**src/rtl/cordic_iter_engine.sv**
```systemverilog
// Iterative CORDIC engine: rotation (sin/cos) or vectoring (magnitude/atan), one
// micro-rotation per cycle, with optional K gain compensation and a start/busy/done handshake.
module cordic_iter_engine #(
  parameter int WIDTH     = 32,
  parameter int FRAC      = 16,
  parameter int MAX_ITERS = 16,
  parameter int GAIN_COMP = 0
) (
  input  logic             clk,
  input  logic             rst,
  input  logic             start,
  input  logic             mode,
  input  logic [WIDTH-1:0] x0,
  input  logic [WIDTH-1:0] y0,
  input  logic [WIDTH-1:0] z0,
  input  logic [4:0]       n,
  output logic             busy,
  output logic             done,
  output logic [WIDTH-1:0] x,
  output logic [WIDTH-1:0] y,
  output logic [WIDTH-1:0] z
);

  typedef enum logic [2:0] {IDLE, LOAD, ITER, COMP, DONE} state_t;

  localparam logic signed [2*WIDTH-1:0] KGAIN = (2*WIDTH)'(39797);

  state_t                  state;
  logic signed [WIDTH-1:0] xr, yr, zr;
  logic                    moder;
  logic [4:0]              nclamp;
  logic [4:0]              iter;

  logic signed [WIDTH-1:0] xs, ys, at, xn, yn, zn;
  logic                    dpos;

  // Arctangent table in Q16, rescaled to the working fraction width.
  function automatic logic [WIDTH-1:0] atan_q(input logic [4:0] i);
    logic [16:0] q;
    case (i)
      5'd0:    q = 17'd51472;
      5'd1:    q = 17'd30386;
      5'd2:    q = 17'd16055;
      5'd3:    q = 17'd8150;
      5'd4:    q = 17'd4091;
      5'd5:    q = 17'd2047;
      5'd6:    q = 17'd1024;
      5'd7:    q = 17'd512;
      5'd8:    q = 17'd256;
      5'd9:    q = 17'd128;
      5'd10:   q = 17'd64;
      5'd11:   q = 17'd32;
      5'd12:   q = 17'd16;
      5'd13:   q = 17'd8;
      5'd14:   q = 17'd4;
      5'd15:   q = 17'd2;
      default: q = 17'd0;
    endcase
    return WIDTH'(q >> (16 - FRAC));
  endfunction

  // dpos=1 selects d=+1: rotation steers z toward 0, vectoring steers y toward 0.
  always_comb begin
    xs   = xr >>> iter;
    ys   = yr >>> iter;
    at   = atan_q(iter);
    dpos = moder ? yr[WIDTH-1] : ~zr[WIDTH-1];
    if (dpos) begin
      xn = xr - ys;
      yn = yr + xs;
      zn = zr - at;
    end else begin
      xn = xr + ys;
      yn = yr - xs;
      zn = zr + at;
    end
  end

  // Operands are captured with the accepted start so later input changes cannot leak in;
  // the DONE state publishes results and the done pulse follows on the next cycle.
  always_ff @(posedge clk) begin
    if (rst) begin
      state  <= IDLE;
      busy   <= 1'b0;
      done   <= 1'b0;
      x      <= '0;
      y      <= '0;
      z      <= '0;
      xr     <= '0;
      yr     <= '0;
      zr     <= '0;
      moder  <= 1'b0;
      nclamp <= 5'd0;
      iter   <= 5'd0;
    end else begin
      done <= 1'b0;
      case (state)
        IDLE: begin
          if (start) begin
            xr     <= x0;
            yr     <= y0;
            zr     <= z0;
            moder  <= mode;
            nclamp <= (n > 5'(MAX_ITERS)) ? 5'(MAX_ITERS) : n;
            busy   <= 1'b1;
            state  <= LOAD;
          end
        end
        LOAD: begin
          iter  <= 5'd0;
          state <= (nclamp == 5'd0) ? DONE : ITER;
        end
        ITER: begin
          xr <= xn;
          yr <= yn;
          zr <= zn;
          if (iter == nclamp - 5'd1) begin
            iter  <= 5'd0;
            state <= (GAIN_COMP != 0) ? COMP : DONE;
          end else begin
            iter <= iter + 5'd1;
          end
        end
        COMP: begin
          xr    <= WIDTH'(($signed({{WIDTH{xr[WIDTH-1]}}, xr}) * KGAIN) >>> 16);
          yr    <= WIDTH'(($signed({{WIDTH{yr[WIDTH-1]}}, yr}) * KGAIN) >>> 16);
          state <= DONE;
        end
        DONE: begin
          x     <= xr;
          y     <= yr;
          z     <= zr;
          done  <= 1'b1;
          busy  <= 1'b0;
          state <= IDLE;
        end
        default: state <= IDLE;
      endcase
    end
  end

endmodule

```
**config.mk**
```make
export PLATFORM = sky130hd
export DESIGN_NAME = cordic_iter_engine
export DESIGN_NICKNAME = d
export VERILOG_FILES = /design/src/rtl/cordic_iter_engine.sv
export SDC_FILE = /design/constraint.sdc
export NUM_CORES = 2
export LEC_CHECK = 0
export BUFFER_PORTS_ARGS = -buffer_cell sky130_fd_sc_hd__buf_4
export CORE_UTILIZATION = 50
export DETAILED_ROUTE_END_ITERATION = 8
export PLACE_DENSITY = 0.68
export SKIP_CTS_REPAIR_TIMING = 1
export SYNTH_ARGS = -nofsm -noshare
export SYNTH_HDL_FRONTEND = slang
export SYNTH_SLANG_ARGS = --single-unit
```
**constraint.sdc**
```tcl
create_clock -name clk -period 13.1 [get_ports clk]
set_clock_uncertainty 0.05 [all_clocks]
set_input_delay 1.31 -clock clk [delete_from_list [all_inputs] [get_ports clk]]
set_output_delay 1.31 -clock clk [all_outputs]
set_load 0.03 [all_outputs]
```
Yosys cells after proc, flatten, opt, wreduce, memory -nomap -nowiden:

Memories as Yosys holds them, arrays and structs flattened. A register that Yosys moved wholly into a read port is not among the register bits.
Cells that the tools add are included.

* add/subtract/negate cells: 8
* $mul: 2
* magnitude comparators: 1
* equality and inequality tests: 7
* shifts and indexed selects: 2
* multiplexer cells: 23
* bitwise logic cells: 1
* reduce and logical (&&, ||, !) cells: 11

Operators with widths (count)
* 32-bit 2-to-1 mux: 6
* 32-bit case mux with 3 select lines: 2
* 32-bit by 17-bit multiplier with 48-bit output (second input constant): 2
* 32-bit adder: 2
* 32-bit case mux with 2 select lines: 1
* 32-bit by 5-bit >>> shifter with 32-bit output: 2
* 32-bit subtractor: 2
* 32-bit by 18-bit adder with 32-bit output: 1
* 32-bit by 18-bit subtractor with 32-bit output: 1
* 17-bit 2-to-1 mux: 1
* 3-bit case mux with 4 select lines: 1
* 5-bit 2-to-1 mux: 2
* 5-bit case mux with 2 select lines: 1
* 2-bit AND reduction: 5
* 3-bit 2-to-1 mux: 3
* 4-bit 2-to-1 mux: 2
* 3-bit by 2-bit equality test with 1-bit output (second input constant): 2
* 2-bit nonzero test: 3
* 5-bit by 1-bit adder with 5-bit output (second input constant): 1
* 5-bit equality test: 1
* 5-bit > comparator (second input constant): 1
* 5-bit zero test: 1
* 5-bit by 1-bit subtractor with 5-bit output (second input constant): 1
* 2-bit != test (second input constant): 2
* 7 further kinds: 9

* register bits after elaboration: 208
* memory bits (read-only): 256
* input bits: 105
* output and inout port bits: 98
* word-level logic and storage cells: 68
* memories kept: 1

Memories
* (name not given): words 16, width 16, rd ports 1, clocked after memory_dff 1, write ports 0, RTL line 40 `case (i)`

Logic depth before layout (Yosys ltp):

* depth after elaboration: 6
* gate-level depth with buffers: 28
* depth with buffers taken out: 24

Least setup slack after synthesis:

OpenSTA, ideal clock, no wires.

* path type: register to register
* start point: reg yr[17]
* end point: reg yr[23]
* library setup time: 130 ps
* data arrival time: 5949 ps
* data required time: 12920 ps
* path slack: 6971 ps
* cell stages (with the launch flop): 25
* path buffers: 1
* path through: dfxtp_1 -> ha_1 -> xor2_1 -> ha_1 -> inv_1 -> fa_1 -> inv_1 -> fa_1 -> fa_1 -> inv_1 -> fa_1 -> inv_1 -> ha_1 -> and3_1 -> a221o_1 -> a21oi_1 -> o22ai_1 -> nor2_1 -> a311o_1 -> a31oi_1 -> or2_2 -> clkbuf_1 -> a31oi_1 -> xor2_1 -> o22ai_1

* cells in the longest elaborated chain, start to end: 3
* elaborated cells between the ends (all ways): 5

RTL lines
* start, declared: RTL line 29 `logic signed [WIDTH-1:0] xr, yr, zr;`
* start signal, assigned: RTL line 101 `yr <= y0;`
* start signal, assigned: RTL line 115 `yr <= yn;`
* start signal, assigned: RTL line 126 `yr <= WIDTH'(($signed({{WIDTH{yr[WIDTH-1]}}, yr}) * KGAIN) >>> 16);`
* branches (longest 2 deep; another with 32-bit by 17-bit multiplier with 48-bit output)
* 32-bit case mux with 3 select lines *: RTL line 97 `case (state)`

Every way passes the cells marked *.
A chain may end at the register's enable or synchronous reset.

Worst setup path after layout:

* start point: reg iter[1]
* end point: reg yr[31]

* cells in the longest elaborated chain, start to end: 4
* elaborated cells between the ends (all ways): 5

RTL lines
* start, declared: RTL line 32 `logic [4:0] iter;`
* start signal, assigned: RTL line 121 `iter <= iter + 5'd1;`
* 32-bit by 5-bit >>> shifter with 32-bit output *: RTL line 64 `xs = xr >>> iter;`
* 32-bit subtractor / 32-bit adder (equally long branches): RTL line 74, 70
* 32-bit 2-to-1 mux *: RTL line 68 `if (dpos) begin`
* 32-bit case mux with 3 select lines *: RTL line 97

Mark *: on every way between the ends. The rest lies on a longest branch, timed or not.

==> summary.md <==
| Metric | Value |
|---|---|
| Critical Path Source Type | `register` |
| Max Fclk | `about 140 MHz` |
| Post-place setup slack | `just under 6000 ps` |
| Critical Path AT | `around 7700 ps` |
| Global-route wire length before repair | `between 150000 and 200000 um` |
| Rows | `roughly 100` |
| CP Cell Sequence | `buf_4 > mux4_2 > mux2i_1 > o22ai_1 > a221oi_1 > nand2_1 > nor4_2 > a31oi_1 > xor2_1 > ha_1 > and3_1 > a31oi_1 > a21boi_0 > a221oi_1 > nor2_1 > o21ai_0 > o21ai_0 > xnor2_1 > a221oi_1 > nor3_1` |
| Worst Hold Class | `reg2reg` |
| Fin worst setup slack | `5850 ps` |
| Fillers | `about 7400` |
| Setup TNS | `0 ps` |
| Met1 GRT Util | `40.4%` |
| Post-layout nets | `between 5000 and 6000` |
| Syn Nets | `between 5000 and 6000` |
| Die span in y | `287 um` |
| CTS root buf | `clkbuf_16` |
| Synth cell count leaders | `inv_1 (739), ha_1 (597), nand2_1 (491), fa_1 (429), a21oi_1 (391)` |
| Max Slew Vio Count | `0` |
| Vias/cell | `5.91` |
| Met2 Use GR | `approximately half` |
| Final Hold Viols | `0` |
| Ports | `between 200 and 250` |
| FF-to-FF End | `yr[31]` |
| Cells on worst reg2reg path | `20` |
| DRC violation count after routing | `0` |
| Synth cell types | `91` |
| Count leader, synth | `inv_1` |
| CP max stage delay | `approximately 890 ps` |
| CTS tree | `yes` |
| Finished Core Util | `54.9%` |
| Yosys warning total | `0` |
| DRT iter0 DRCs | `roughly 2800` |
| Post-route ant nets | `0` |
| GR peak layer | `met2` |
| Vias in the first global route | `between 30000 and 40000` |
| Max_cap viols | `0` |
| Buf/Inv on CP | `1` |
| Vias | `around 35000` |
| Initial DRT Pass Iterations | `6` |
| Critical Path RT | `approximately 14000 ps` |
| Proportion of layout cells with a drive suffix above 1 | `9.66%` |
| Post-Syn Instances | `approximately 4700` |
| Number of synthesized register bits | `224` |
| Cts bufs inserted | `27` |
| Reg-to-Reg Start | `iter[1]` |
| Core Box Area | `around 0.08 sq mm` |
| Worst Path Max Fanout | `60` |
| Fin crit share | `a little under three fifths` |
| Initial Util | `roughly half` |
| Status | `completed` |
| FFs w/ async S/R, synth | `0%` |
| Setup crit end kind | `register` |
| Die ar. | `about 0.082 sq mm` |
| Syn avg cell area | `approximately 8.6 sq um` |
| Min cycle time layout | `approximately 7200 ps` |
| Slew at the pin with the worst max-slew slack | `1110 ps` |
| IO Port Bufs | `approximately 200` |
| Area Growth Syn to Fin | `8.69%` |
| Mapped cell area | `between 0.04 and 0.05 sq mm` |
| Grt ovf | `0` |
| Antenna diode count | `0` |
| CTS H-tree lvls | `1` |
| Setup-failing EPs final | `0` |
| R2R Setup Slk | `slightly below 6000 ps` |
| Sequential area share after synthesis | `11.0%` |
| Hold depth | `2` |
| Placer congestion estimate | `1.01` |
| Slew HR | `between 20 and 30%` |
| Hpwl dp | `around 100000 um` |
| Worst path top cell family by delay | `compound AO/OA/AOI/OAI gates` |
| GRT Overall Usage | `a little under a third` |
| Critical Path Slowest Stage Cell | `dfxtp_4` |
| CP dominant cell by count | `a221oi_1` |
| Final WL | `125000 um` |
| Worst skew pair latency | `610 ps` |
| Unrepaired setup endpoints after global routing | `no` |
| Top cells by area, synth | `fa_1 (21%), ha_1 (18%), dfxtp_1 (11%)` |
| Post-synth EDFFs | `0` |
| Clk sink count | `~220` |
| Synth top area share | `approximately a fifth` |
| Hold path startpoint | `z[16]` |
| Synth area leader | `fa_1` |
| Met3 usage | `~3.7%` |
| Wire length per cell | `approximately 21 um` |
| Clock Pin Slew Worst Setup and Hold Paths | `~60 ps` |
| Predominant post-synthesis flop cell | `dfxtp_1` |
| Crit Path Class | `reg2reg` |
| Die Wd | `~290 um` |
| Initial antenna violation count | `2` |
| Clk buf depth | `3` |
| Largest net degree at the start of global routing | `between 80 and 90` |
| Worst Hold End | `z[16]` |
## worst max path at each step
stage                        from  endpoint  depth (start not counted)
after floorplan            yr[17]    yr[23]                         24
after global placement    iter[1]    yr[31]                         20
after detailed placement  iter[0]    xr[31]                         21
after CTS                 iter[0]    xr[31]                         21
after global routing      iter[0]    xr[31]                         21
final                     iter[1]    yr[31]                         20
## placed cells by master (no fill, tap or decap), types with 50 or more instances in the layout
cell type,Yosys,layout
inv_1,739,739
ha_1,597,597
nand2_1,491,487
fa_1,429,429
a21oi_1,391,390
buf_4,3,276
nor2_1,242,241
dfxtp_1,224,216
xnor2_1,174,174
o21ai_0,169,169
xor2_1,131,131
mux4_2,82,82
a21o_1,68,67
nor3_1,66,66
mux2i_1,58,58
nor2b_1,53,52
a211oi_1,50,50
## sequential cells by signal, indices dropped and copies added, names as in the netlist, named ones only
| register | count |
|---|---|
| zr | 32 |
| state | 3 |
| x | 32 |
| yr | 32 |
| nclamp | 5 |
| busy | 1 |
| z | 32 |
| xr | 32 |
| iter | 5 |
| y | 32 |
| moder | 1 |
| done | 1 |
## cells by family (layout without fill, tap and decap cells)
kind of cell,after synthesis,in the layout,synth area share [%]
and+or+nand+nor,1047,1047,11.6
xor gates and xnor gates,305,305,6.57
adders and majority gates,1026,1026,39.5
muxes,164,164,6.86
DFF,224,224,11.0
buffers and inverters,928,1064,8.81
AOI/OAI and AO/OA,1016,1016,15.7
## routing by layer
metal | routed length [um] | part of all wire [%]
met5 | 58 | 0.046
met1 | 53300 | 42
met2 | 58600 | 47
met3 | 8400 | 6.7
met4 | 5050 | 4.0
## metrics by stage
stage / hold slack, ps / cell area (sq um) / std cells
after floorplan: 382 / 40700 / 4710
after global placement: 394 / 43300 / 5859
after detailed placement: 398 / 43300 / 5859
after CTS: 405 / 44200 / 5906
after global routing: 423 / 44200 / 5906
final: 405 / 44200 / 5906
## tightest hold or removal path, cell delays in order, from the launching register on
cell	delay, ps
dfxtp_1	310
nand2_1	50
a21oi_1	50
## final cells by class
cell class	instances	area, sq um	area share, %
multi-input combinational	3558	32600	73.9
tap	1060	1330	3.00
timing repair buffer	277	2090	4.72
sequential	224	4500	10.2
clock inverter	11	131	0.297
inverter	740	2780	6.28
clock buffer	36	729	1.65
Power is left out: the tool's default activity adds up to more than one toggle a clock period on the data nets, which glitch-free logic cannot reach.
